==> src/rtl/fejkon_pcie_pkg.sv <==
// Shared types for the fejkon PCIe TLP datapath: grant encoding and the
// Avalon-ST beat layout carried through the TX/RX pipeline registers.
package fejkon_pcie_pkg;

    localparam int TLP_DATA_W  = 256;
    localparam int TLP_EMPTY_W = 2;

    typedef enum logic [1:0] {
        ARB_IDLE = 2'b00,
        ARB_CPL  = 2'b01,
        ARB_DMA  = 2'b10
    } arb_grant_e;

    typedef struct packed {
        logic [TLP_DATA_W-1:0]  data;
        logic                   sop;
        logic                   eop;
        logic [TLP_EMPTY_W-1:0] empty;
    } tlp_beat_t;

    localparam int TLP_BEAT_W = $bits(tlp_beat_t);

    function automatic tlp_beat_t make_beat(
        input logic [TLP_DATA_W-1:0]  data,
        input logic                   sop,
        input logic                   eop,
        input logic [TLP_EMPTY_W-1:0] empty
    );
        tlp_beat_t b;
        b.data  = data;
        b.sop   = sop;
        b.eop   = eop;
        b.empty = empty;
        return b;
    endfunction

endpackage

==> src/rtl/fejkon_st_skid2.sv <==
// Two-entry Avalon-ST pipeline register: outputs come straight from flops and
// the sink sees ready from registered state only, so neither side has a comb path.
module fejkon_st_skid2
    import fejkon_pcie_pkg::*;
#(
    parameter int W = TLP_BEAT_W
) (
    input  logic         clk,
    input  logic         reset,
    input  logic [W-1:0] in_data,
    input  logic         in_valid,
    output logic         in_ready,
    output logic [W-1:0] out_data,
    output logic         out_valid,
    input  logic         out_ready
);

    logic [W-1:0] head_q, head_d;
    logic [W-1:0] tail_q, tail_d;
    logic         head_vld_q, head_vld_d;
    logic         tail_vld_q, tail_vld_d;
    logic         push;
    logic         pop;

    assign in_ready  = ~tail_vld_q;
    assign out_valid = head_vld_q;
    assign out_data  = head_q;

    assign push = in_valid & ~tail_vld_q;
    assign pop  = head_vld_q & out_ready;

    // NOTE: every signal assigned here gets a default first so no latch is inferred.
    always_comb begin
        head_d     = head_q;
        tail_d     = tail_q;
        head_vld_d = head_vld_q;
        tail_vld_d = tail_vld_q;
        if (pop) begin
            if (tail_vld_q) begin
                head_d     = tail_q;
                tail_vld_d = 1'b0;
            end else if (push) begin
                head_d = in_data;
            end else begin
                head_vld_d = 1'b0;
            end
        end else if (push) begin
            if (!head_vld_q) begin
                head_d     = in_data;
                head_vld_d = 1'b1;
            end else begin
                tail_d     = in_data;
                tail_vld_d = 1'b1;
            end
        end
    end

    // NOTE: sequential state uses non-blocking assignments only.
    always_ff @(posedge clk) begin
        if (reset) begin
            head_q     <= '0;
            head_vld_q <= 1'b0;
            tail_vld_q <= 1'b0;
        end else begin
            head_q     <= head_d;
            head_vld_q <= head_vld_d;
            tail_vld_q <= tail_vld_d;
        end
    end

    // NOTE: the tail payload is not reset; it is never observable while tail_vld_q is low.
    always_ff @(posedge clk) begin
        tail_q <= tail_d;
    end

endmodule

==> src/rtl/fejkon_pcie_tx_arb.sv <==
// Packet-granular arbiter sharing the hard-IP TX stream between the completion
// generator and the DMA write path; completions win, bounded by a burst limit.
module fejkon_pcie_tx_arb
    import fejkon_pcie_pkg::*;
#(
    parameter int CPL_BURST_MAX = 4,
    parameter int CNT_W         = 32
) (
    input  logic             clk,
    input  logic             reset,

    input  logic [255:0]     cpl_data,
    input  logic             cpl_startofpacket,
    input  logic             cpl_endofpacket,
    input  logic [1:0]       cpl_empty,
    input  logic             cpl_valid,
    output logic             cpl_ready,

    input  logic [255:0]     dma_data,
    input  logic             dma_startofpacket,
    input  logic             dma_endofpacket,
    input  logic [1:0]       dma_empty,
    input  logic             dma_valid,
    output logic             dma_ready,

    output logic [255:0]     tx_st_data,
    output logic             tx_st_startofpacket,
    output logic             tx_st_endofpacket,
    output logic [1:0]       tx_st_empty,
    output logic             tx_st_error,
    output logic             tx_st_valid,
    input  logic             tx_st_ready,

    output logic [1:0]       grant,
    output logic             sop_err,
    output logic [CNT_W-1:0] cpl_pkt_cnt,
    output logic [CNT_W-1:0] dma_pkt_cnt
);

    localparam logic [1:0] ST_IDLE = ARB_IDLE;
    localparam logic [1:0] ST_CPL  = ARB_CPL;
    localparam logic [1:0] ST_DMA  = ARB_DMA;

    localparam int                 BURST_W     = 4;
    localparam logic [BURST_W-1:0] BURST_LIMIT = BURST_W'(CPL_BURST_MAX);

    logic [1:0]         state_q, state_d;
    logic [BURST_W-1:0] burst_q, burst_d;
    logic               dma_wait_q, dma_wait_d;
    logic               sop_err_q, sop_err_d;
    logic [CNT_W-1:0]   cpl_cnt_q, cpl_cnt_d;
    logic [CNT_W-1:0]   dma_cnt_q, dma_cnt_d;

    logic      room;
    logic      cpl_sop_v, dma_sop_v;
    logic      cpl_win, dma_win;
    logic      cpl_ready_c, dma_ready_c;
    logic      fwd_valid, fwd_dma, drop;
    logic      push, fwd_acc;
    logic      cpl_sop_acc, cpl_eop_acc, dma_eop_acc;
    logic      cpl_dma_waiting;
    tlp_beat_t beat_in, beat_out;
    logic [TLP_BEAT_W-1:0] skid_out;

    assign cpl_sop_v = cpl_valid & cpl_startofpacket;
    assign dma_sop_v = dma_valid & dma_startofpacket;

    always_comb begin
        state_d     = state_q;
        cpl_win     = 1'b0;
        dma_win     = 1'b0;
        cpl_ready_c = 1'b0;
        dma_ready_c = 1'b0;
        fwd_valid   = 1'b0;
        fwd_dma     = 1'b0;
        drop        = 1'b0;
        case (state_q)
            ST_IDLE: begin
                cpl_win = cpl_sop_v & ~((burst_q == BURST_LIMIT) & dma_sop_v);
                dma_win = ~cpl_win & dma_sop_v;
                if (cpl_win) begin
                    cpl_ready_c = room;
                    fwd_valid   = 1'b1;
                    if (room && !cpl_endofpacket) state_d = ST_CPL;
                end else if (cpl_valid && !cpl_startofpacket) begin
                    cpl_ready_c = 1'b1;
                    drop        = 1'b1;
                end
                if (dma_win) begin
                    dma_ready_c = room;
                    fwd_valid   = 1'b1;
                    fwd_dma     = 1'b1;
                    if (room && !dma_endofpacket) state_d = ST_DMA;
                end else if (dma_valid && !dma_startofpacket) begin
                    dma_ready_c = 1'b1;
                    drop        = 1'b1;
                end
            end
            ST_CPL: begin
                cpl_ready_c = room;
                fwd_valid   = cpl_valid;
                if (cpl_valid && room && cpl_endofpacket) state_d = ST_IDLE;
            end
            ST_DMA: begin
                dma_ready_c = room;
                fwd_valid   = dma_valid;
                fwd_dma     = 1'b1;
                if (dma_valid && room && dma_endofpacket) state_d = ST_IDLE;
            end
            default: state_d = ST_IDLE;
        endcase
    end

    // Nothing is accepted while reset is held, so a partial packet cannot leak out.
    assign cpl_ready = cpl_ready_c & ~reset;
    assign dma_ready = dma_ready_c & ~reset;
    assign push      = fwd_valid & ~reset;
    assign fwd_acc   = push & room;

    assign cpl_sop_acc = fwd_acc & ~fwd_dma & (state_q == ST_IDLE);
    assign cpl_eop_acc = fwd_acc & ~fwd_dma & cpl_endofpacket;
    assign dma_eop_acc = fwd_acc &  fwd_dma & dma_endofpacket;

    // A single-beat completion starts and ends in IDLE, so sample dma_valid live.
    assign cpl_dma_waiting = (state_q == ST_IDLE) ? dma_valid : dma_wait_q;

    always_comb begin
        burst_d    = burst_q;
        dma_wait_d = dma_wait_q;
        sop_err_d  = sop_err_q | (drop & ~reset);
        cpl_cnt_d  = cpl_cnt_q;
        dma_cnt_d  = dma_cnt_q;
        if (cpl_sop_acc) dma_wait_d = dma_valid;
        if (cpl_eop_acc) begin
            cpl_cnt_d = cpl_cnt_q + CNT_W'(1);
            if (!cpl_dma_waiting)            burst_d = '0;
            else if (burst_q != BURST_LIMIT) burst_d = burst_q + BURST_W'(1);
        end
        if (dma_eop_acc) begin
            dma_cnt_d = dma_cnt_q + CNT_W'(1);
            burst_d   = '0;
        end
    end

    always_ff @(posedge clk) begin
        if (reset) begin
            state_q    <= ST_IDLE;
            burst_q    <= '0;
            dma_wait_q <= 1'b0;
            sop_err_q  <= 1'b0;
            cpl_cnt_q  <= '0;
            dma_cnt_q  <= '0;
        end else begin
            state_q    <= state_d;
            burst_q    <= burst_d;
            dma_wait_q <= dma_wait_d;
            sop_err_q  <= sop_err_d;
            cpl_cnt_q  <= cpl_cnt_d;
            dma_cnt_q  <= dma_cnt_d;
        end
    end

    assign beat_in = fwd_dma
        ? make_beat(dma_data, dma_startofpacket, dma_endofpacket, dma_empty)
        : make_beat(cpl_data, cpl_startofpacket, cpl_endofpacket, cpl_empty);

    fejkon_st_skid2 #(
        .W (TLP_BEAT_W)
    ) u_skid (
        .clk       (clk),
        .reset     (reset),
        .in_data   (beat_in),
        .in_valid  (push),
        .in_ready  (room),
        .out_data  (skid_out),
        .out_valid (tx_st_valid),
        .out_ready (tx_st_ready)
    );

    assign beat_out            = skid_out;
    assign tx_st_data          = beat_out.data;
    assign tx_st_startofpacket = beat_out.sop;
    assign tx_st_endofpacket   = beat_out.eop;
    assign tx_st_empty         = beat_out.empty;
    assign tx_st_error         = 1'b0;

    assign grant       = state_q;
    assign sop_err     = sop_err_q;
    assign cpl_pkt_cnt = cpl_cnt_q;
    assign dma_pkt_cnt = dma_cnt_q;

endmodule

==> config.mk <==
export PLATFORM = sky130hd
export DESIGN_NAME = fejkon_pcie_tx_arb
export DESIGN_NICKNAME = d
export VERILOG_FILES = /design/src/rtl/fejkon_pcie_pkg.sv /design/src/rtl/fejkon_st_skid2.sv /design/src/rtl/fejkon_pcie_tx_arb.sv
export SDC_FILE = /design/constraint.sdc
export NUM_CORES = 1
export LEC_CHECK = 0
export CORE_AREA = 5 5 334 336
export CTS_BUF_LIST = sky130_fd_sc_hd__clkbuf_8
export CTS_CLUSTER_DIAMETER = 60
export DETAILED_ROUTE_END_ITERATION = 7
export DIE_AREA = 0 0 339 341
export GPL_ROUTABILITY_DRIVEN = 0
export PLACE_DENSITY_LB_ADDON = 0.15
export SYNTH_ARGS = -nofsm -noshare
export SYNTH_HDL_FRONTEND = slang
export SYNTH_SLANG_ARGS = --single-unit
export TNS_END_PERCENT = 10
==> constraint.sdc <==
create_clock -name clk -period 54.9 [get_ports clk]
set_input_delay 10.98 -clock clk [delete_from_list [all_inputs] [get_ports clk]]
set_output_delay 10.98 -clock clk [all_outputs]
set_load 0.03 [all_outputs]
==> run_results.csv, run 1 <==
group,metric,value,unit
grt,grt_pass1_wl,134900,µm
worst_hold_path,hold_class,"reg2reg",
setup_path,cp.arrival,13.22,ns
timing,drv_slew,0,
setup_path,critPathRequiredTime,43.92,ns
logic_synthesis,syn_inst,1887,
route,drtIter0Drc,898,
timing,finClkSkew,0.04394,ns
timing,fin_setup_tns,0,ns
route,wl_per_cell,21.87,µm
power,ir_worst_vdd,16.03,µV
grt,grt_pass1_vias,20140,
finish,layout_common_cells,"853 x clkdlybuf4s50_1, 334 x dfxtp_1, 303 x mux2_2, 260 x a22o_1, 260 x edfxtp_1",
setup_path,reg2reg_depth,8,
logic_synthesis,async_reset_ff_share,0,%
logic_synthesis,synth_nets,2416,
grt,grt_overflow,0,
cts,cts-root-buf,"clkbuf_8",
logic_synthesis,synth_cell_type_count,55,
timing,setup_viol,0,
logic_synthesis,synth_top_area_cell,"edfxtp_1",
cts,clk_pin_slew_worst_paths,0.06,ns
logic_synthesis,ys.warnings.count,0,
placed_design,placed_cells,4036,
floorplanning,std_cell_rows,121,
grt,grt_max_degree,151,
route,drcViolationCount,0,
floorplanning,fp.dieH,341,µm
grt,grt_use_met1,17.38,%
logic_synthesis,ys_ff_latch,594,
floorplanning,coreArea,108200,µm²
setup_path,end_kind,"output pin",
logic_synthesis,syn_area_per_cell,13.48,µm²
worst_hold_path,whs_endpoint,"u_skid.out_data[93]$_SDFFE_PP0P_",
timing,worst_slew_pin_slew,1.184,ns
timing,period_minus_slack,24.20,ns
status,status,"complete, no violations",
cts,tritoncts,"built",
route,routed_wirelength,92860,µm
cts,post_cts_buffers,0,
floorplanning,dieArea,115600,µm²
logic_synthesis,synthTopCellsByArea,"edfxtp_1 31%, dfxtp_1 26%, mux2_2 13%, mux2_1 9.7%, a22o_1 9.0%",
setup_path,start_kind,"primary input",
power,leakagePower,13.40,nW
timing,fmax,41.32,MHz
finish,drive_gt1_share,17.05,%
cts,cts-resized-gates,0,
worst_hold_path,hold_start,"u_skid.out_data[93]$_SDFFE_PP0P_",
finish,final_cell_count_no_fill,4245,
timing,fin_crit_sh,44.08,%
logic_synthesis,seq_area_frac_synth,57.00,%
route,drtPass1Iterations,5,
cts,htree_levels,3,
finish,syn2layout_area_growth,47.75,%
cts,clock_latency,0.76,ns
setup_path,reg2reg_to,"u_skid.out_data[121]$_SDFFE_PP0P_",
logic_synthesis,netlist_area,25430,µm²
grt,use_met2,27.00,%
timing,max_slew_margin,21.05,%
logic_synthesis,synth_edf_count,260,
placed_design,port_buffers,854,
logic_synthesis,synth-main-ff-cell,"dfxtp_1",
grt,met3_usage,5.082,%
timing,rsz0062_at_grt,"false",
worst_hold_path,holdPathStages,1,
setup_path,criticalPathCategory,"in2out",
cts,cts_hold_buffers,0,
route,via_per_inst,4.552,
grt,track_usage,15.13,%
timing,hold_viol_final,0,
setup_path,r2r_setup_slack,50.74,ns
floorplanning,die_w,339,µm
placed_design,dp_hpwl,66980,µm
setup_path,worstReg2RegStart,"grant[1]$_SDFFE_PP0P_",
setup_path,critPathMaxFanout,7,
finish,final_common_cell,"clkdlybuf4s50_1",
grt,busiest_layer,"met2",
power,pwr_density_cell,31.12,nW/µm²
cts,cts_buffers,108,
floorplanning,start_util,23.49,%
logic_synthesis,yosys.area.top_type_share,30.70,%
route,postRouteAntennaNets,0,
cts,cts_sinks,594,
cts,cts_buffer_depth,3,
grt,antenna_found_initial,3,
job,max-cap-violations,0,
floorplanning,io_pins,856,
route,via_count,19330,
finish,nets,3261,
metal layers:
layer	wire length [µm]	vias to the layer above	share of wire, %
li1	-	9037	-
met1	37230	9544	40
met2	47000	624	51
met3	6620	118	7.1
met4	1997	2	2.2
met5	13	-	0.014
final cells by class:
cell class | instances | area [µm²]
clock inverters | 72 | 371.6
multi-input cells | 1138 | 10320
well taps | 1414 | 1769
clock buffers | 133 | 1831
inverters | 16 | 60.06
repair buffers | 874 | 8718
flip-flops and latches | 594 | 14490
fillers | 10650 | 70680
diodes | 4 | 10.01
kinds of logic after synthesis:
family / count (synthesis) / synth area share (%)
adder cells (fa/ha/maj): 4 / 0.1968
other: 1 / 0.01475
XOR/XNOR: 11 / 0.3789
buffers and inverters: 155 / 2.544
flip-flops: 594 / 57.00
AO/OA/AOI/OAI: 387 / 12.12
multiplexers: 525 / 23.24
AND/OR/NAND/NOR: 210 / 4.507
flip-flops by register name, summed over array words and instances (netlist names), 2 cells and up:
signal / cells
u_skid.out_data: 260
burst_q: 4
cpl_pkt_cnt: 32
dma_pkt_cnt: 32
grant: 2
u_skid.tail_q: 260
Yosys cell counts (all sizes together), types with 7 or more instances:
cell and n:
a21oi 51, a22o 260, and2 7, and3 7, buf 37, clkbuf 102
dfxtp 334, edfxtp 260, inv 14, mux2 523, nand2 39, nand3 26
nand4 18, nor2 33, nor3 9, o21ai 20, o31ai 26, or3 16
or4 25
where the power goes:
part	internal [W]	switching, W
Sequential	0.000491	0.0000140
Clock	0.000228	0.000195
Combinational	0.000115	0.000126
Total	0.000834	0.000335
critical path, stage by stage:
cell and delay [ns]:
clkdlybuf4s50_1 0.63, nand2_1 0.15, o211ai_1 0.33, a21oi_1 0.13, o22ai_1 0.16, and2_1 0.17, clkdlybuf4s50_1 0.67
through the flow:
stage / hold slack (ns) / power [W] / util, % / setup slack [ns] / cell area [µm²]
3_3_place_gp: 0.4612 / 0.0007568 / 32.66 / 30.80 / 35360
2_1_floorplan: 0.4585 / 0.0006377 / - / 17.41 / 25430
5_1_grt: 0.4890 / 0.001225 / 34.70 / 30.58 / 37570
3_5_place_dp: 0.4617 / 0.0007584 / 32.66 / 30.75 / 35360
6_report: 0.4764 / 0.001169 / 34.71 / 30.70 / 37570
4_1_cts: 0.4806 / 0.001193 / 34.70 / 30.74 / 37560
worst max path at each step:
stage | startpoint | end | cells past startpoint
final | dma_valid | dma_ready | 7
after detailed placement | dma_valid | dma_ready | 7
after floorplan | reset | u_skid.tail_q[0]$_DFFE_PP_ | 3
after global placement | dma_valid | dma_ready | 7
after CTS | dma_valid | dma_ready | 7
after global routing | dma_valid | dma_ready | 7
Power figures use the tool's default switching activity.
==> run 2: changes to the inputs <==
--- a/config.mk
+++ b/config.mk
@@ -5,11 +5,11 @@
 export SDC_FILE = /design/constraint.sdc
 export NUM_CORES = 1
 export LEC_CHECK = 0
-export CORE_AREA = 5 5 334 336
+export CORE_AREA = 5 5 333 335
 export CTS_BUF_LIST = sky130_fd_sc_hd__clkbuf_8
 export CTS_CLUSTER_DIAMETER = 60
 export DETAILED_ROUTE_END_ITERATION = 7
-export DIE_AREA = 0 0 339 341
+export DIE_AREA = 0 0 338 340
 export GPL_ROUTABILITY_DRIVEN = 0
 export PLACE_DENSITY_LB_ADDON = 0.15
 export SYNTH_ARGS = -nofsm -noshare
==> constraint.sdc (replaced) <==
create_clock -name clk -period 21.3 [get_ports clk]
set_input_delay 4.26 -clock clk [delete_from_list [all_inputs] [get_ports clk]]
set_output_delay 4.26 -clock clk [all_outputs]
set_load 0.03 [all_outputs]
==> run 2 against run 1 <==
Combinational power grew to 2.6 times the previous value. Register-to-register slack worse by 34 ns. Clock power grew to 2.6 times the previous value. Via count is 0.35% lower. Sequential power grew to 2.6 times the previous value. Routed wire length is 0.35% lower. Power grew to 2.6 times the previous value. Die area is 0.59% lower. Clock-buffer cell count stayed put. Critical path depth stayed put.
==> run_results.csv, run 2 (synthesis results as in run 1) <==
group,metric,value,unit
status,status,"complete, no violations",
worst_hold_path,whs_endpoint,"u_skid.out_data[28]$_SDFFE_PP0P_",
setup_path,cp_cell_sequence,"clkdlybuf4s50_1 -> nand2_1 -> o211ai_1 -> a21oi_1 -> o22ai_1 -> and2_1 -> clkdlybuf4s50_1",
finish,syn2layout_area_growth,47.85,%
floorplanning,start_util,23.59,%
placed_design,dp_hpwl,65390,µm
power,swShare,28.58,%
worst_hold_path,hold_start,"u_skid.out_data[28]$_SDFFE_PP0P_",
route,via_per_inst,4.542,
setup_path,start_kind,"primary input",
cts,cts_buffer_depth,3,
grt,antenna_found_initial,6,
placed_design,port_buffers,854,
setup_path,cp.arrival,6.51,ns
setup_path,criticalPathCategory,"in2out",
floorplanning,fp.dieH,340,µm
setup_path,worstReg2RegStart,"burst_q[0]$_SDFFE_PP0P_",
route,drcViolationCount,0,
grt,grt_overflow,0,
grt,grt_max_degree,185,
setup_path,max_stage_delay,0.67,ns
power,p_seq_share,43.0,%
cts,cts_hold_buffers,0,
power,clkPwrFrac,36.5,%
worst_hold_path,hold_class,"reg2reg",
setup_path,cp_num_buf_inv,2,
finish,regArea,14490,µm²
route,wl_per_cell,21.82,µm
timing,max_slew_margin,8.726,%
setup_path,end_kind,"output pin",
power,leakagePower,13.37,nW
route,via_count,19260,
power,switching_power,0.0008650,W
timing,period_minus_slack,10.77,ns
route,drtPass1Iterations,5,
timing,fin_setup_tns,0,ns
timing,rsz0062_at_grt,"false",
power,ir_worst_vdd,41.77,µV
cts,cts-resized-gates,0,
finish,final_common_cell,"clkdlybuf4s50_1",
finish,drive_gt1_share,17.24,%
floorplanning,std_cell_rows,121,
grt,grt_pass1_vias,20180,
setup_path,reg2reg_to,"u_skid.out_data[64]$_SDFFE_PP0P_",
timing,drv_slew,0,
finish,layout_common_cells,"853 x clkdlybuf4s50_1, 334 x dfxtp_1, 303 x mux2_2, 260 x a22o_1, 260 x edfxtp_1",
setup_path,critPathTopFamily,"buffers and inverters",
placed_design,dp_worst_setup_slack,10.59,ns
setup_path,critical_path.most_common_cell,"clkdlybuf4s50_1",
finish,multi_input_area,10330,µm²
setup_path,cp_slowest_cell,"clkdlybuf4s50_1",
cts,cts_buffers,109,
cts,post_cts_buffers,0,
power,p_int,0.002162,W
floorplanning,io_pins,856,
power,pwr-share-comb,20.5,%
job,max-cap-violations,0,
worst_hold_path,holdPathStages,1,
setup_path,critPathMaxFanout,7,
setup_path,reg2reg_depth,9,
timing,finClkSkew,0.03634,ns
floorplanning,dieArea,114900,µm²
timing,setup_viol,0,
timing,setup_ws,10.53,ns
grt,grt_pass1_wl,132000,µm
finish,fillers,10700,
setup_path,r2r_setup_slack,17.07,ns
timing,worst_slew_pin_slew,1.369,ns
finish,nets,3261,
cts,htree_levels,3,
timing,hold_viol_final,0,
power,pwr_density_cell,80.52,nW/µm²
cts,cts_sinks,594,
cts,cts-root-buf,"clkbuf_8",
cts,clk_pin_slew_worst_paths,0.05,ns
setup_path,critPathRequiredTime,17.04,ns
grt,track_usage,15.12,%
route,drtIter0Drc,789,
floorplanning,coreArea,107800,µm²
route,routed_wirelength,92540,µm
cts,clock_latency,0.73,ns
route,postRouteAntennaNets,0,
floorplanning,die_w,338,µm
timing,fin_crit_sh,50.57,%
timing,fmax,92.85,MHz
cts,tritoncts,"built",
## run 2: layout make-up
| type | count | area share (%) |
|---|---|---|
| Antenna cell | 1 | 0.006656 |
| Clock buffer | 133 | 4.869 |
| Clock inverter | 71 | 1.068 |
| Inverter | 16 | 0.1597 |
| Multi-Input combinational cell | 1138 | 27.47 |
| Sequential cell | 594 | 38.55 |
| Tap cell | 1414 | 4.706 |
| Timing Repair Buffer | 873 | 23.17 |
## run 2: how the worst max path moves through the flow
stage / start / endpoint / depth (start not counted)
floorplan: reset / u_skid.tail_q[0]$_DFFE_PP_ / 3
global placement: dma_valid / dma_ready / 7
detailed placement: dma_valid / dma_ready / 7
CTS: dma_valid / dma_ready / 7
global route: dma_valid / dma_ready / 7
finish: dma_valid / dma_ready / 7
## run 2: worst reg2reg max path: cells and delay by family, from the launching register on
kind / cells / cell delay (ns)
AND/OR/NAND/NOR: 1 / 0.28
multiplexers: 2 / 0.89
AO/OA/AOI/OAI: 2 / 0.72
flip-flops: 1 / 0.38
buffers and inverters: 3 / 1.62
adder cells (fa/ha/maj): 1 / 0.23
## run 2: power by group through the flow
stage          Sequential, W  Combinational, W  Clock (W)
2_1_floorplan        0.00144          0.000202          0
3_3_place_gp         0.00132          0.000626          0
3_5_place_dp         0.00132          0.000630          0
4_1_cts              0.00130          0.000634    0.00116
5_1_grt              0.00131          0.000658    0.00121
6_report             0.00130          0.000620    0.00111
## run 2: layer usage
| layer | up-vias | share of wire [%] | track usage [%] |
|---|---|---|---|
| met3 | 161 | 9.2 | 5.540 |
| met5 | - | 0.039 | 0 |
| met2 | 701 | 49 | 26.30 |
| li1 | 9032 | - | - |
| met1 | 9357 | 39 | 16.76 |
| met4 | 6 | 3.5 | 5.946 |
## run 2: metrics by stage
stage          utilization, %  cell area, µm²  hold slack (ns)  total power (W)  instances
3_5_place_dp            32.80           35360           0.4625         0.001954       4035
6_report                34.88           37590           0.4776         0.003027       4240
2_1_floorplan               -           25430           0.4585         0.001640       1887
4_1_cts                 34.87           37590           0.4792         0.003092       4239
5_1_grt                 34.88           37590           0.4845         0.003176       4240
3_3_place_gp            32.80           35360           0.4605         0.001949       4035
==> run 3: changes to the inputs <==
--- a/config.mk
+++ b/config.mk
@@ -5,11 +5,11 @@
 export SDC_FILE = /design/constraint.sdc
 export NUM_CORES = 1
 export LEC_CHECK = 0
-export CORE_AREA = 5 5 333 335
+export CORE_AREA = 5 5 328 330
 export CTS_BUF_LIST = sky130_fd_sc_hd__clkbuf_8
 export CTS_CLUSTER_DIAMETER = 60
 export DETAILED_ROUTE_END_ITERATION = 7
-export DIE_AREA = 0 0 338 340
+export DIE_AREA = 0 0 333 335
 export GPL_ROUTABILITY_DRIVEN = 0
 export PLACE_DENSITY_LB_ADDON = 0.15
 export SYNTH_ARGS = -nofsm -noshare
==> constraint.sdc (replaced) <==
create_clock -name clk -period 10.8 [get_ports clk]
set_input_delay 2.16 -clock clk [delete_from_list [all_inputs] [get_ports clk]]
set_output_delay 2.16 -clock clk [all_outputs]
set_load 0.03 [all_outputs]
==> run 3 against run 2 <==
Core utilization increased by 1.1 points. Register-to-register slack got worse by 10 ns. Worst hold slack got worse by 0.0016 ns. Critical endpoint unchanged. Critical path depth unchanged. Sequential share of layout area about the same.
==> run_results.csv, run 3 (synthesis results as in run 1) <==
group,metric,value,unit
floorplanning,std_cell_rows,119,
route,via_per_inst,4.574,
cts,cts_sinks,594,
setup_path,criticalPathCategory,"in2out",
cts,cts_buffer_depth,3,
setup_path,end_kind,"output pin",
cts,tritoncts,"built",
setup_path,start_kind,"primary input",
job,max-cap-violations,0,
route,drtPass1Iterations,4,
cts,post_cts_buffers,0,
grt,grt_overflow,0,
finish,final_common_cell,"clkdlybuf4s50_1",
finish,drive_gt1_share,17.46,%
route,drtIter0Drc,828,
power,ir_worst_vdd,85.91,µV
power,pwr_density_cell,159.2,nW/µm²
timing,setup_ws,4.020,ns
cts,clock_latency,0.71,ns
floorplanning,start_util,24.33,%
timing,max_slew_margin,22.89,%
route,postRouteAntennaNets,0,
setup_path,critPathRequiredTime,8.64,ns
timing,fin_crit_sh,62.78,%
route,routed_wirelength,90900,µm
route,wl_per_cell,21.56,µm
floorplanning,fp.dieH,335,µm
route,via_count,19280,
grt,grt_pass1_vias,20090,
timing,finClkSkew,0.03381,ns
cts,cts_buffers,108,
placed_design,port_buffers,854,
timing,drv_slew,0,
finish,layout_common_cells,"853 x clkdlybuf4s50_1, 334 x dfxtp_1, 303 x mux2_2, 260 x a22o_1, 260 x edfxtp_1",
floorplanning,die_w,333,µm
power,leakagePower,13.39,nW
cts,cts_hold_buffers,0,
timing,rsz0062_at_grt,"false",
timing,period_minus_slack,6.780,ns
worst_hold_path,hold_class,"reg2reg",
timing,fmax,147.5,MHz
cts,clk_pin_slew_worst_paths,0.06,ns
placed_design,placed_area,35370,µm²
grt,antenna_found_initial,5,
timing,worst_slew_pin_slew,1.157,ns
setup_path,critPathMaxFanout,7,
status,status,"complete, no violations",
cts,cts-resized-gates,0,
placed_design,dp_hpwl,65040,µm
route,drcViolationCount,0,
grt,grt_pass1_wl,130900,µm
timing,setup_viol,0,
setup_path,reg2reg_depth,8,
floorplanning,io_pins,856,
setup_path,r2r_setup_slack,7.09,ns
worst_hold_path,holdPathStages,1,
finish,syn2layout_area_growth,48.01,%
timing,fin_hold_ws,0.4760,ns
placed_design,dp_worst_setup_slack,4.032,ns
grt,grt_max_degree,144,
floorplanning,coreArea,104500,µm²
finish,nets,3258,
finish,stdcell_area,37640,µm²
grt,track_usage,15.16,%
cts,cts-root-buf,"clkbuf_8",
timing,fin_setup_tns,0,ns
floorplanning,dieArea,111600,µm²
timing,hold_viol_final,0,
cts,htree_levels,3,
setup_path,cp.arrival,4.62,ns
==> run 3: worst max-delay path, cell delays in order <==
cell	delay, ns
clkdlybuf4s50_1	0.77
nand2_1	0.17
o211ai_1	0.33
a21oi_1	0.13
o22ai_1	0.14
and2_1	0.15
clkdlybuf4s50_1	0.75
==> run 3: where the power goes <==
part / internal, W / switching [W] / leakage, nW
Clock: 0.00121 / 0.000989 / 1.32
Sequential: 0.00249 / 0.0000709 / 5.08
Combinational: 0.000586 / 0.000640 / 6.99
Total: 0.00429 / 0.00170 / 13.4
==> run 3: worst paths after layout <==
kind | to | startpoint
setup reg to reg | cpl_pkt_cnt[26]$_SDFFE_PP0P_ | burst_q[0]$_SDFFE_PP0P_
hold / removal | u_skid.out_data[11]$_SDFFE_PP0P_ | u_skid.out_data[11]$_SDFFE_PP0P_
hold reg to reg | u_skid.out_data[11]$_SDFFE_PP0P_ | u_skid.out_data[11]$_SDFFE_PP0P_
setup / recovery | dma_ready | dma_valid
==> run 3: through the flow <==
stage,total power [W],std cells,utilization [%]
2_1_floorplan,0.003233,1887,-
3_3_place_gp,0.003842,4010,33.84
3_5_place_dp,0.003853,4010,33.84
4_1_cts,0.006115,4214,36.00
5_1_grt,0.006277,4216,36.01
6_report,0.005991,4216,36.01
==> run 3: metal layers <==
layer	track usage [%]	part of all wire (%)	vias up	wire length [µm]
li1	-	-	9021	-
met2	26.70	50	637	45680
met3	4.901	7.4	142	6772
met5	0	0.014	-	13
met1	16.88	39	9482	35020
met4	6.420	3.8	2	3411
==> run 3: area by class of cell <==
class | instances | area [µm²]
Clock buffer | 140 | 1927
Multi-Input combinational cell | 1138 | 10330
Timing Repair Buffer | 871 | 8733
Tap cell | 1391 | 1740
Antenna cell | 2 | 5.005
Clock inverter | 64 | 339.1
Fill cell | 10170 | 66890
Inverter | 16 | 72.57
Sequential cell | 594 | 14490
